### config.mk
export PLATFORM = sky130hd
export DESIGN_NAME = motor_start_sched
export DESIGN_NICKNAME = d
export VERILOG_FILES = /design/src/rtl/motor_sched_pkg.sv /design/src/rtl/rr_arbiter.sv /design/src/rtl/motor_start_sched.sv
export SDC_FILE = /design/constraint.sdc
export NUM_CORES = 1
export LEC_CHECK = 0
export CAP_MARGIN = 10
export CELL_PAD_IN_SITES_DETAIL_PLACEMENT = 0
export CELL_PAD_IN_SITES_GLOBAL_PLACEMENT = 1
export CORE_MARGIN = 2
export CORE_UTILIZATION = 24
export DETAILED_ROUTE_END_ITERATION = 6
export HOLD_SLACK_MARGIN = 0.08
export PLACE_DENSITY_LB_ADDON = 0.2
export SLEW_MARGIN = 5
export SYNTH_ARGS = -nofsm -noshare
export SYNTH_HDL_FRONTEND = slang
export SYNTH_SLANG_ARGS = --single-unit
### constraint.sdc
create_clock -name clk -period 4.7 [get_ports clk]
set_input_delay 0.94 -clock clk [delete_from_list [all_inputs] [get_ports clk]]
set_output_delay 0.94 -clock clk [all_outputs]
set_load 0.1 [all_outputs]
### src/rtl/motor_sched_pkg.sv
// Shared types for the motor start sequencer: FSM state codes, channel status
// and the index width used by the round-robin arithmetic.
package motor_sched_pkg;

    typedef logic [2:0] state_t;

    localparam state_t StIdle   = 3'd0;
    localparam state_t StFpulse = 3'd1;
    localparam state_t StS0     = 3'd2;
    localparam state_t StS1     = 3'd3;
    localparam state_t StS10    = 3'd4;
    localparam state_t StGwin   = 3'd5;
    localparam state_t StRetry  = 3'd6;

    typedef enum logic [1:0] {
        ChIdle,
        ChOk,
        ChFail
    } ch_status_t;

    localparam int unsigned MaxCh  = 8;
    localparam int unsigned MaxIdW = $clog2(MaxCh);

endpackage

### src/rtl/rr_arbiter.sv
// Combinational round-robin pick: first asserted request at or after ptr_i,
// wrapping at NUM_CH.
module rr_arbiter
    import motor_sched_pkg::*;
#(
    parameter int unsigned NUM_CH = 4
) (
    input  logic [NUM_CH-1:0]         req_i,
    input  logic [$clog2(NUM_CH)-1:0] ptr_i,
    output logic [NUM_CH-1:0]         gnt_o,
    output logic [$clog2(NUM_CH)-1:0] idx_o,
    output logic                      valid_o
);

    localparam int unsigned IdW  = $clog2(NUM_CH);
    // One spare bit so ptr + offset cannot overflow before the wrap.
    localparam int unsigned PosW = MaxIdW + 1;

    logic [PosW-1:0] pos;
    logic [IdW-1:0]  sel;

    always_comb begin
        gnt_o   = '0;
        idx_o   = '0;
        valid_o = 1'b0;
        pos     = '0;
        sel     = '0;
        for (int unsigned k = 0; k < NUM_CH; k++) begin
            pos = PosW'(ptr_i) + PosW'(k);
            if (pos >= PosW'(NUM_CH)) begin
                pos = pos - PosW'(NUM_CH);
            end
            sel = IdW'(pos);
            if (!valid_o && req_i[sel]) begin
                valid_o    = 1'b1;
                idx_o      = sel;
                gnt_o[sel] = 1'b1;
            end
        end
    end

endmodule

### src/rtl/motor_start_sched.sv
// Shared start-up sequencer: arbitrates motor channels round-robin and runs
// the f pulse / x 1,0,1 detect / g window / y confirm protocol with retries.
module motor_start_sched
    import motor_sched_pkg::*;
#(
    parameter int unsigned NUM_CH    = 4,
    parameter int unsigned X_TIMEOUT = 16,
    parameter int unsigned Y_WINDOW  = 2,
    parameter int unsigned MAX_RETRY = 1
) (
    input  logic                      clk,
    input  logic                      reset,
    input  logic [NUM_CH-1:0]         req,
    input  logic [NUM_CH-1:0]         x,
    input  logic [NUM_CH-1:0]         y,
    output logic [NUM_CH-1:0]         f,
    output logic [NUM_CH-1:0]         g,
    output logic [NUM_CH-1:0]         done,
    output logic [NUM_CH-1:0]         fail,
    output logic                      busy,
    output logic [$clog2(NUM_CH)-1:0] grant_id
);

    localparam int unsigned IdW = $clog2(NUM_CH);
    localparam int unsigned TW  = $clog2(X_TIMEOUT);
    localparam int unsigned WW  = (Y_WINDOW > 1) ? $clog2(Y_WINDOW) : 1;
    localparam int unsigned AW  = 3;

    state_t          state_q, state_d;
    logic [IdW-1:0]  grant_q, grant_d;
    logic [IdW-1:0]  rr_q, rr_d;
    logic [TW-1:0]   tcnt_q, tcnt_d;
    logic [WW-1:0]   wcnt_q, wcnt_d;
    logic [AW-1:0]   attempt_q, attempt_d;
    logic [NUM_CH-1:0] done_q, done_d;
    ch_status_t      status_q [NUM_CH];
    ch_status_t      status_d [NUM_CH];

    logic [NUM_CH-1:0] eligible;
    logic [NUM_CH-1:0] arb_gnt;
    logic [IdW-1:0]    arb_idx;
    logic              arb_valid;
    logic [NUM_CH-1:0] grant_oh;
    logic              x_g, y_g;

    always_comb begin
        for (int i = 0; i < NUM_CH; i++) begin
            eligible[i] = req[i] && (status_q[i] == ChIdle);
        end
    end

    rr_arbiter #(
        .NUM_CH (NUM_CH)
    ) u_arb (
        .req_i   (eligible),
        .ptr_i   (rr_q),
        .gnt_o   (arb_gnt),
        .idx_o   (arb_idx),
        .valid_o (arb_valid)
    );

    assign grant_oh = {{(NUM_CH-1){1'b0}}, 1'b1} << grant_q;
    assign x_g      = x[grant_q];
    assign y_g      = y[grant_q];

    always_comb begin
        state_d   = state_q;
        grant_d   = grant_q;
        rr_d      = rr_q;
        tcnt_d    = tcnt_q;
        wcnt_d    = wcnt_q;
        attempt_d = attempt_q;
        done_d    = '0;
        status_d  = status_q;

        // Dropping req releases a finished channel; the granted channel is
        // always ChIdle so this never collides with the FSM updates below.
        for (int i = 0; i < NUM_CH; i++) begin
            if (!req[i] && (status_q[i] != ChIdle)) begin
                status_d[i] = ChIdle;
            end
        end

        if (state_q == StIdle) begin
            if (arb_valid) begin
                grant_d   = arb_idx;
                rr_d      = (arb_idx == IdW'(NUM_CH - 1)) ? '0 : arb_idx + 1'b1;
                attempt_d = '0;
                state_d   = StFpulse;
            end
        end else if (!req[grant_q]) begin
            state_d = StIdle;
        end else begin
            case (state_q)
                StFpulse: begin
                    tcnt_d    = '0;
                    attempt_d = attempt_q + 1'b1;
                    state_d   = StS0;
                end
                StS0, StS1, StS10: begin
                    if ((state_q == StS10) && x_g) begin
                        wcnt_d  = '0;
                        state_d = StGwin;
                    end else if (tcnt_q == TW'(X_TIMEOUT - 1)) begin
                        state_d = StRetry;
                    end else begin
                        tcnt_d = tcnt_q + 1'b1;
                        if (x_g) begin
                            state_d = StS1;
                        end else if (state_q == StS1) begin
                            state_d = StS10;
                        end else begin
                            state_d = StS0;
                        end
                    end
                end
                StGwin: begin
                    if (y_g) begin
                        status_d[grant_q] = ChOk;
                        done_d            = grant_oh;
                        state_d           = StIdle;
                    end else if (wcnt_q == WW'(Y_WINDOW - 1)) begin
                        state_d = StRetry;
                    end else begin
                        wcnt_d = wcnt_q + 1'b1;
                    end
                end
                StRetry: begin
                    if (attempt_q <= AW'(MAX_RETRY)) begin
                        state_d = StFpulse;
                    end else begin
                        status_d[grant_q] = ChFail;
                        state_d           = StIdle;
                    end
                end
                default: state_d = StIdle;
            endcase
        end
    end

    always_ff @(posedge clk or posedge reset) begin
        if (reset) begin
            state_q   <= StIdle;
            grant_q   <= '0;
            rr_q      <= '0;
            tcnt_q    <= '0;
            wcnt_q    <= '0;
            attempt_q <= '0;
            done_q    <= '0;
            for (int i = 0; i < NUM_CH; i++) begin
                status_q[i] <= ChIdle;
            end
        end else begin
            state_q   <= state_d;
            grant_q   <= grant_d;
            rr_q      <= rr_d;
            tcnt_q    <= tcnt_d;
            wcnt_q    <= wcnt_d;
            attempt_q <= attempt_d;
            done_q    <= done_d;
            status_q  <= status_d;
        end
    end

    always_comb begin
        for (int i = 0; i < NUM_CH; i++) begin
            g[i]    = (status_q[i] == ChOk) || ((state_q == StGwin) && grant_oh[i]);
            fail[i] = (status_q[i] == ChFail);
        end
    end

    assign f        = (state_q == StFpulse) ? grant_oh : '0;
    assign done     = done_q;
    assign busy     = (state_q != StIdle);
    assign grant_id = grant_q;

endmodule
==> results.toml <==
[sta]
tightest_slew_ps = 980
fin_hold_ws_ps = 479
rsz0062_at_grt = "false"
hold_viol_final = 0
relSlewSlack = 0.344
fin_crit_ps = 3690
final_max_slew_viol_count = 0
setup_viol = 0
period_share = 0.786
fmax_mhz = 271
fin_skew_ps = 4.73
final.setup.tns_ps = 0

[synthesis]
async_flop_share = 1.00
syn_nets = 206
synthesis.area_sq_um = 1710
synth-seq-area-share = 0.396
ys.warnings.count = 0
synth-seq-cells = 27
syn_avg_cell_area_sq_um = 9.02
synth_cells = 189
synth-main-ff-cell = "dfrtp_1"
synth_cell_types = 51
synth_edf_count = 0

[detailed_routing]
ant_nets = 0
wire_per_inst_microns = 14.9
wl_met2_microns = 2050
routed_via_density = 4.70
wl_met1_microns = 2410
first_pass_iters = 4
wl_met3_microns = 195
drc = 0
top_layer = "met4"
drt_iter0_drc = 44
wirelength_microns = 4730
dr_total_vias = 1489

[cts]
clkLatencyLatePin_ps = 280
clock_sinks = 27
htree_levels = 1
holdBufCountCts = 0
clk_pin_slew_ps = 100
cts_root_buf = "clkbuf_8"
post-cts-setup-buffer-count = 0
cts_buffer_depth = 2
cts_resized = 0
cts_tree = "done"
numCtsBuffers = 3

[critical_path]
critPathSlowestCell = "clkdlybuf4s50_1"
arrival_ps = 2750
end_kind = "output port"
worstReg2RegStart = "grant_id[0]"
critPathRequiredTime_ps = 3760
cp_top_family = "buffers and inverters"
crit_fanout = 9
crit_chain = "inv_1 -> or3_1 -> nor3_1 -> clkdlybuf4s50_1"
startpoint = "state_q[0]"
path_class = "reg -> out"
path_buf_inv = 2
cp-start-kind = "register"
cp_slowest_stage_delay_ps = 1160

[min_path]
min_path_type = "reg -> reg"
hp-start = "tcnt_q[3]"

[floorplan]
die_area_sq_um = 7800
start_util = 0.250
die_x_microns = 88.3
dieHeight_microns = 88.3
ios = 33
fp.coreArea_sq_um = 6830
fp-row-count = 30

[run]
cap_violations = 0

[finish]
nFillCells = 727
multi_input_area_sq_um = 968
drive_gt1_frac = 0.0724
nNetsFinal = 239
synthToLayoutAreaGrowth_pct = 28.0
seqCellArea_sq_um = 676
diodes = 0
stdcell_count = 317

[power_and_ir_drop]
power_density_nw_per_um2 = 511
leakagePower_uw = 0.000919
vdd_drop_max_uv = 197

[place]
dp_hpwl_microns = 3480
port_buffers = 32
dp_cells = 313
gp_congestion = 0.719

[global_routing]
track_usage = 0.130
antenna_found_initial = 0
grt_pass1_wl_microns = 7710
grt_max_degree = 28
grt_pass1_vias = 1478
gr-total-overflow = 0

[run_status]
status = "complete, no violations"
==> cells in the mapped netlist, types with 2 or more instances <==
master     n  area (sq um)
o21bai_1   2          15.0
nor2_1    17          63.8
o21ai_0    7          35.0
or3_1      3          18.8
dfrtp_1   27           676
a21oi_1   10          50.1
inv_1     10          37.5
nand2b_1   4          25.0
and3b_1    2          17.5
maj3_1     2          20.0
and2_1     4          25.0
o31ai_1    2          15.0
nand3_1    9          45.0
nand2_1   25          93.8
and3_1     2          12.5
nor3_1     4          20.0
clkbuf_1   5          18.8
nand4_1    2          12.5
o22ai_1    4          25.0
nor2b_1    6          37.5
mux2i_1    5          50.1
a31o_1     2          17.5
mux4_2     2          45.0
ha_1       3          37.5
nor3b_1    4          30.0
==> layout by cell type (no fill, tap or decap), types with 2 or more instances in the layout <==
cell / instances
clkdlybuf4s50_1: 32
dfrtp_1: 27
nand2_1: 25
nor2_1: 17
a21oi_1: 10
inv_1: 10
nand3_1: 9
o21ai_0: 7
nor2b_1: 6
mux2i_1: 5
nor3b_1: 4
nor3_1: 4
nand2b_1: 4
o22ai_1: 4
and2_1: 4
or3_1: 3
ha_1: 3
clkbuf_8: 3
mux4_2: 2
nand4_1: 2
o31ai_1: 2
and3b_1: 2
maj3_1: 2
and3_1: 2
a31o_1: 2
o21bai_1: 2
buf_4: 2
==> through the flow <==
step	setup WS (ps)	area [sq um]	power [uW]	utilization
floorplan	567	1710	834	-
global placement	1340	2140	991	0.313
detailed placement	1330	2140	984	0.313
CTS	979	2180	1130	0.319
global route	773	2180	1200	0.319
finish	1010	2180	1120	0.319
==> per-layer routing <==
layer,global-route usage,up-vias
li1,-,746
met1,0.197,704
met2,0.194,35
met3,0.0131,4
met4,0.0455,0
met5,0,-
==> cell families (layout without fill, tap and decap cells) <==
logic type | after synthesis | count (layout) | synth area share
simple gates | 92 | 92 | 0.296
compound gates | 40 | 40 | 0.162
flops | 27 | 27 | 0.396
buf+inv | 16 | 48 | 0.0360
mux | 8 | 8 | 0.0712
fa+ha+maj | 5 | 5 | 0.0338
xor+xnor | 1 | 1 | 0.00514
==> area by class of cell <==
class	instances	area share
multi-input cells	146	0.444
clock buffers	4	0.0206
well taps	96	0.0550
repair buffers	34	0.154
flip-flops and latches	27	0.310
inverters	10	0.0172
==> registers in the layout, indices dropped and copies added, names as in the netlist, named ones only <==
name / count
tcnt_q: 4
state_q: 3
status_q: 8
done: 4
rr_q: 1
grant_id: 2
wcnt_q: 1
attempt_q: 3
==> power by group <==
part / total [uW] / internal [uW] / leakage [uW] / switching, uW
Clock: 140 / 61.0 / 0.0000228 / 79.4
Combinational: 600 / 207 / 0.000540 / 394
Sequential: 375 / 273 / 0.000356 / 102
Total: 1120 / 541 / 0.000919 / 575
==> path summary, 6_finish.rpt <==
path,end,slack [ps],cells past startpoint
setup / recovery,f[0],1010,4
hold / removal,tcnt_q[3],480,1
setup reg to reg,tcnt_q[3],2510,5
hold reg to reg,tcnt_q[3],480,1
max in group asynchronous,done[0],3390,3
min in group asynchronous,status_q[0],1020,3
No activity file was read; power rests on OpenSTA's default activity.
